### src/rtl/iram_loader.sv
// Boot-time IRAM writer: parses SYNC/len/data/checksum frames from the UART receiver,
// writes the data bytes from address 0 and holds the CPU in reset until a frame loads cleanly.
module iram_loader #(
  parameter logic [7:0] SYNC_BYTE = 8'hA5,
  parameter int         TIMEOUT   = 50000,
  parameter int         TO_W      = 16
) (
  input  logic       CLK,
  input  logic       rst,
  input  logic [7:0] rx_data,
  input  logic       rx_valid,
  input  logic       start,
  output logic [7:0] mem_addr,
  output logic [7:0] mem_data,
  output logic       mem_wren,
  output logic       cpu_hold,
  output logic       load_done,
  output logic       load_err
);

  typedef enum logic [2:0] {
    IDLE,
    LEN,
    DATA,
    CSUM,
    DONE,
    ERR
  } state_t;

  localparam logic [TO_W-1:0] TO_LAST = TO_W'(TIMEOUT - 1);

  state_t          state_q, state_d;
  logic [8:0]      cnt_q, cnt_d;
  logic [7:0]      addr_q, addr_d;
  logic [7:0]      sum_q, sum_d;
  logic [TO_W-1:0] to_q, to_d;
  logic [7:0]      mem_addr_q, mem_addr_d;
  logic [7:0]      mem_data_q, mem_data_d;
  logic            mem_wren_q, mem_wren_d;
  logic            cpu_hold_q, cpu_hold_d;
  logic            load_done_q, load_done_d;
  logic            load_err_q, load_err_d;

  logic            is_sync;
  logic            in_frame;

  assign is_sync  = rx_valid && (rx_data == SYNC_BYTE);
  assign in_frame = (state_q == LEN) || (state_q == DATA) || (state_q == CSUM);

  always_comb begin
    state_d     = state_q;
    cnt_d       = cnt_q;
    addr_d      = addr_q;
    sum_d       = sum_q;
    to_d        = to_q;
    mem_addr_d  = mem_addr_q;
    mem_data_d  = mem_data_q;
    mem_wren_d  = 1'b0;
    cpu_hold_d  = cpu_hold_q;
    load_done_d = load_done_q;
    load_err_d  = load_err_q;

    case (state_q)
      IDLE: begin
        if (is_sync) begin
          state_d = LEN;
          to_d    = '0;
        end
      end
      LEN: begin
        if (rx_valid) begin
          cnt_d   = (rx_data == 8'd0) ? 9'd256 : {1'b0, rx_data};
          addr_d  = 8'd0;
          sum_d   = 8'd0;
          to_d    = '0;
          state_d = DATA;
        end
      end
      DATA: begin
        if (rx_valid) begin
          mem_addr_d = addr_q;
          mem_data_d = rx_data;
          mem_wren_d = 1'b1;
          addr_d     = addr_q + 8'd1;
          sum_d      = sum_q + rx_data;
          cnt_d      = cnt_q - 9'd1;
          to_d       = '0;
          if (cnt_q == 9'd1) begin
            state_d = CSUM;
          end
        end
      end
      CSUM: begin
        // A sync-valued byte here is just a checksum value, not a restart.
        if (rx_valid) begin
          to_d = '0;
          if (rx_data == sum_q) begin
            state_d     = DONE;
            cpu_hold_d  = 1'b0;
            load_done_d = 1'b1;
          end else begin
            state_d    = ERR;
            load_err_d = 1'b1;
          end
        end
      end
      DONE: begin
        if (start) begin
          state_d     = IDLE;
          load_done_d = 1'b0;
          cpu_hold_d  = 1'b1;
        end
      end
      ERR: begin
        if (is_sync) begin
          state_d    = LEN;
          load_err_d = 1'b0;
          to_d       = '0;
        end
      end
      default: begin
        state_d = IDLE;
      end
    endcase

    // Idle-gap watchdog; a byte arriving on the expiry cycle wins.
    if (in_frame && !rx_valid) begin
      if (to_q == TO_LAST) begin
        state_d     = ERR;
        load_err_d  = 1'b1;
        load_done_d = 1'b0;
        cpu_hold_d  = 1'b1;
        to_d        = '0;
      end else begin
        to_d = to_q + 1'b1;
      end
    end
  end

  always_ff @(posedge CLK or negedge rst) begin
    if (!rst) begin
      state_q     <= IDLE;
      cnt_q       <= '0;
      addr_q      <= '0;
      sum_q       <= '0;
      to_q        <= '0;
      mem_addr_q  <= '0;
      mem_data_q  <= '0;
      mem_wren_q  <= 1'b0;
      cpu_hold_q  <= 1'b1;
      load_done_q <= 1'b0;
      load_err_q  <= 1'b0;
    end else begin
      state_q     <= state_d;
      cnt_q       <= cnt_d;
      addr_q      <= addr_d;
      sum_q       <= sum_d;
      to_q        <= to_d;
      mem_addr_q  <= mem_addr_d;
      mem_data_q  <= mem_data_d;
      mem_wren_q  <= mem_wren_d;
      cpu_hold_q  <= cpu_hold_d;
      load_done_q <= load_done_d;
      load_err_q  <= load_err_d;
    end
  end

  assign mem_addr  = mem_addr_q;
  assign mem_data  = mem_data_q;
  assign mem_wren  = mem_wren_q;
  assign cpu_hold  = cpu_hold_q;
  assign load_done = load_done_q;
  assign load_err  = load_err_q;

endmodule

### config.mk
export PLATFORM = sky130hd
export DESIGN_NAME = iram_loader
export DESIGN_NICKNAME = d
export VERILOG_FILES = /design/src/rtl/iram_loader.sv
export SDC_FILE = /design/constraint.sdc
export NUM_CORES = 1
export LEC_CHECK = 0
export ABC_AREA = 1
export BUFFER_PORTS_ARGS = -buffer_cell sky130_fd_sc_hd__clkbuf_2
export CAP_MARGIN = 20
export CORE_MARGIN = 10
export CORE_UTILIZATION = 40
export CTS_CLUSTER_SIZE = 25
export DETAILED_ROUTE_END_ITERATION = 16
export GPL_TIMING_DRIVEN = 1
export PLACE_DENSITY = 0.58
export SLEW_MARGIN = 20
export SYNTH_ARGS = -nofsm -noshare
export SYNTH_HDL_FRONTEND = slang
export SYNTH_SLANG_ARGS = --single-unit
### constraint.sdc
create_clock -name CLK -period 1.95 [get_ports CLK]
set_input_delay 0.0975 -clock CLK [delete_from_list [all_inputs] [get_ports CLK]]
set_output_delay 0.0975 -clock CLK [all_outputs]
set_load 0.02 [all_outputs]
---- Yosys cells after proc, flatten, opt, wreduce, memory -nomap -nowiden ----
Cells that the tools add are included.
storage, ports and cells
  output and inout port bits .............. 20
  bits in registers ....................... 64
operators by class
  reductions and logical operators ........ 14
  add/sub/neg operators ................... 4
  equality and inequality tests ........... 13
  multiplexer cells ....................... 44
operators with widths
  operator                 count
  $mux W16                 4
  $pmux W16 S2             1
  $pmux W8 S2              2
  $mux W9                  3
  $mux W3                  8
  $mux W8                  3
  $mux W1                  18
  $pmux W9 S2              1
  $add A16 B1 Y16 const B  1
  $eq A16 B16 Y1 const B   1
  $pmux W3 S5              1
  $eq A9 B1 Y1 const B     1
  $sub A9 B1 Y9 const B    1
  $add A8 B1 Y8 const B    1
  $add A8 B8 Y8            1
  $eq A8 B8 Y1             1
  $eq A8 B8 Y1 const B     1
  $logic_not A8 Y1         1
  $eq A3 B2 Y1 const B     2
  $eq A3 B3 Y1 const B     2
  $ne A3 B1 Y1 const B     2
  $pmux W1 S2              3
  $reduce_and A3 Y1        2
  $ne A2 B2 Y1 const B     2
  10 further kinds         12

---- Longest topological paths before layout ----
  word-level depth ........................ 6
  depth in mapped cells ................... 9
  depth with buffers taken out ............ 9

---- Worst setup path before layout ----
No wires, ideal clock.
  kind .................................... reg-to-reg
  start point ............................. reg to_q[0]
  end point ............................... reg load_done_q, in the netlist load_done
  stages on the path, launching flop included .. 8
  path slack .............................. 469 ps
  data arrival time ....................... 1357 ps
  library setup time ...................... 124 ps
  cell sequence ........................... dfrtp_1 > ha_1 > nand2_1 > nor2_2 > inv_1 > nor2_1 > nand3_1 > a21boi_1
between the ends
  word-level cells in the longest chain between the ends .. 3
RTL lines
  element                 line  RTL
  start, declared         36    logic [TO_W-1:0] to_q, to_d;
  start signal, assigned  158   to_q <= to_d;
  $eq A16 B16 Y1          128   if (to_q == TO_LAST) begin
  $mux W1                 128
  $mux W1                 127   if (in_frame && !rx_valid) begin
  net load_done_d         41    logic load_done_q, load_done_d;
  end signal, assigned    163   load_done_q <= load_done_d;
  end, declared           41
The timed path passes the listed nets, and every way through them passes these cells.
A chain may end at the register's enable or synchronous reset.

---- Worst setup path in the final report ----
  start point ............................. reg to_q[0]
  end point ............................... reg to_q[15]
between the ends
  word-level cells in the longest chain between the ends .. 3
  elaborated cells on any way between the ends .. 4
  those cells by class .................... add/sub: 1; eq/ne: 1; mux: 2
RTL lines
  element                                                   line
  $add A16 B1 Y16 / $eq A16 B16 Y1 (equally long branches)  135, 128
  $mux W16 (*)                                              128
  $mux W16 (*)                                              127
Every way passes the cells marked *; elsewhere a longest branch is shown, timed or not.

==> impl_metrics.ini <==
[run_status]
status = complete, no violations

[grt]
use_met2_pct = 22.2
gr-usage-met1_pct = 18.1
met3_usage_pct = 2.81
grt-busiest-layer = met2
antenna_found_initial = 0
gr-total-overflow = 0
grt_pass1_wl_mm = 16.5
grt_max_degree = 34
grt_pass1_vias = 3526
track_usage_pct = 13.9

[place]
dp_hpwl_mm = 6.93
place_congestion = 0.905
dpl_cell_area_sq_um = 4180
port_buffers = 31

[layout]
final_nets = 597
layout-area-overhead-vs-synth_pct = 14.1
n_fill_cell = 946
postLayoutCellArea_sq_um = 4420
register_area_sq_um = 1600
multi_input_area_sq_um = 1920
n_antenna_cell = 0
drive_above_1_share_pct = 14.7

[sta]
finClkSkew_ps = 11.0
fin_crit_sh_pct = 89.3
max_freq_mhz = 574
whs_ps = 30.3
slew_headroom_pct = 60.7
hold_viol = 0
setup_tns_ps = 0
slew_violations = 0
fin_crit_ps = 1740
rsz0062_at_grt = no
tightest_slew_ps = 590
setup_viol = 0

[synth]
netlist_area_sq_um = 3870
synthCells = 533
yosysTopAreaCellShare_pct = 40.7
synth_seq_cells = 64
synth.area.top_cells = dfrtp_1 41%, nand2_1 16%, nand3_1 6.6%
seq_area_frac_synth_pct = 41.4
yosysWarningCount = 0
synth_cell_types = 34
yosysTopAreaCell = dfrtp_1
synth_fp_nets = 557
syn_avg_cell_area_sq_um = 7.27

[power_and_ir_drop]
irDropWorstVdd_uv = 639
p_per_area_nw_per_um2 = 1320
power_leakage_nw = 2.31
p_total_mw = 5.83

[cts]
clock_sinks = 64
htreeDepth = 3
clock-root-buffer = clkbuf_8
cts.reportedPaths.clkPinSlew_ps = 80
clock_path_buffers = 2
cts_setup_buffers = 0
cts_made_buffers = 9
cts_tree = yes
worstSkewPairLatency_ps = 350

[min_path]
hold_class = in -> reg

[drt]
drt_iter0_drc = 171
viasPerCell = 5.00
routed_wl_mm = 9.45
drcViolationCount = 0
routed-via-count = 3537
postRouteAntennaNets = 0
avgRoutedWirePerCell_um = 13.4
firstDrtPassIters = 4

[worst_setup_path]
start_kind = register
ff2ff_setup_slack_ps = 210
worstPathRequired_ps = 2200
critPathMaxFanout = 7
critPathCaptureType = register
arrival_ps = 1990
path_class = reg -> reg

[die]
dieHeight_um = 118
core-area_sq_um = 9330
rows = 35
dieArea_sq_um = 14000
fp.dieW_um = 118
io_pins = 32
initial_core_util_pct = 41.5

[flow_run]
drv_cap = 0
==> where the power goes <==
| group | internal, mW | leakage, nW | total [mW] | switching [mW] |
|---|---|---|---|---|
| logic | 0.822 | 1.37 | 2.46 | 1.64 |
| registers | 1.75 | 0.830 | 2.06 | 0.312 |
| clock network | 0.722 | 0.113 | 1.31 | 0.584 |
==> synthesized netlist by cell type <==
master      n
buf_4       1
a21boi_1    2
nand3_1    51
nand4_1    21
or2_2       3
nor3_1      3
and3_1      1
nor2_2      5
inv_1      67
or2_1       1
a21oi_1    10
nand3b_1    1
o21ai_0    31
buf_2       3
nand3_2    11
fa_1        1
xnor2_1     2
o21ai_1     6
o22ai_1     1
inv_2       3
a22oi_1     1
a22o_1      1
o211ai_1    4
o21bai_1    3
buf_6       5
nor2_4      1
nand2_1   167
nor2_1     45
dfrtp_1    63
dfstp_2     1
nand2_2     2
ha_1       11
nand2_4     1
clkbuf_1    4
==> per-stage QoR <==
| stage | instances | utilization (%) | setup WS [ps] |
|---|---|---|---|
| detailed placement | 690 | 44.8 | 226 |
| finish | 707 | 47.4 | 208 |
| global placement | 690 | 44.8 | 311 |
| global route | 707 | 47.4 | 74.5 |
| CTS | 707 | 47.3 | 210 |
| floorplan | 533 | - | 469 |
==> critical path, stage by stage (launching register included) <==
cell and delay (ps):
dfrtp_1 440, ha_1 220, nand2_1 90, nor2_2 200, inv_1 100, nor2_1 110
nand2_1 230, nand4_1 170, nand2_1 60
==> final cells by class <==
| class | instances | share of cell area [%] |
|---|---|---|
| clock buffers | 9 | 2.80 |
| clock inverters | 7 | 2.18 |
| inverters | 70 | 5.95 |
| multi-input cells | 386 | 43.4 |
| flip-flops and latches | 64 | 36.3 |
| well taps | 129 | 3.65 |
| repair buffers | 42 | 5.72 |
==> per-layer routing <==
| layer | share of wire (%) | routed length [um] |
|---|---|---|
| met5 | 0 | 0 |
| met4 | 1.9 | 177 |
| met3 | 4.3 | 402 |
| met2 | 45 | 4230 |
| met1 | 49 | 4630 |
==> final timing paths <==
check,cells after the start,to,start
worst max-delay path,8,to_q[15]$_DFFE_PN0P_,to_q[0]$_DFFE_PN0P_
worst min-delay path,3,mem_data[0]$_DFFE_PN0P_,rx_data[0]
worst max register to register,8,to_q[15]$_DFFE_PN0P_,to_q[0]$_DFFE_PN0P_
worst min register to register,2,mem_addr[5]$_DFFE_PN0P_,mem_addr[5]$_DFFE_PN0P_
max in group asynchronous,3,cpu_hold$_DFF_PN1_,rst
min in group asynchronous,2,addr_q[5]$_DFFE_PN0P_,rst
==> flip-flops by register name, indices dropped and copies added (netlist names), 3 cells and up <==
name,flops
addr_q,8
sum_q,8
mem_addr,8
to_q,16
mem_data,8
cnt_q,9
state_q,3
==> cells in the final DEF (no fill, tap or decap), types with 11 or more instances in the layout <==
cell,count
inv_1,67
o21ai_0,31
nand4_1,21
nand3_2,12
ha_1,11
nand2_1,167
nand3_1,50
dfrtp_1,63
nor2_1,45
clkbuf_2,30
==> cell families after synthesis <==
logic type               Yosys count  synth area share [%]
AO/OA/AOI/OAI                     59                  8.40
flip-flops                        64                  41.4
buffers and inverters             83                  9.21
XOR/XNOR                           2                 0.452
adder cells (fa/ha/maj)           12                  4.07
AND/OR/NAND/NOR                  313                  36.5
==> timing repair <==
item | 4_1_cts | 5_1_grt
resized for setup | 0 | 1
setup endpoints to repair | 0 | 1
hold buffers | 1 | 0
hold endpoints to repair | 20 | 0
(Power assumes the default switching activity.)
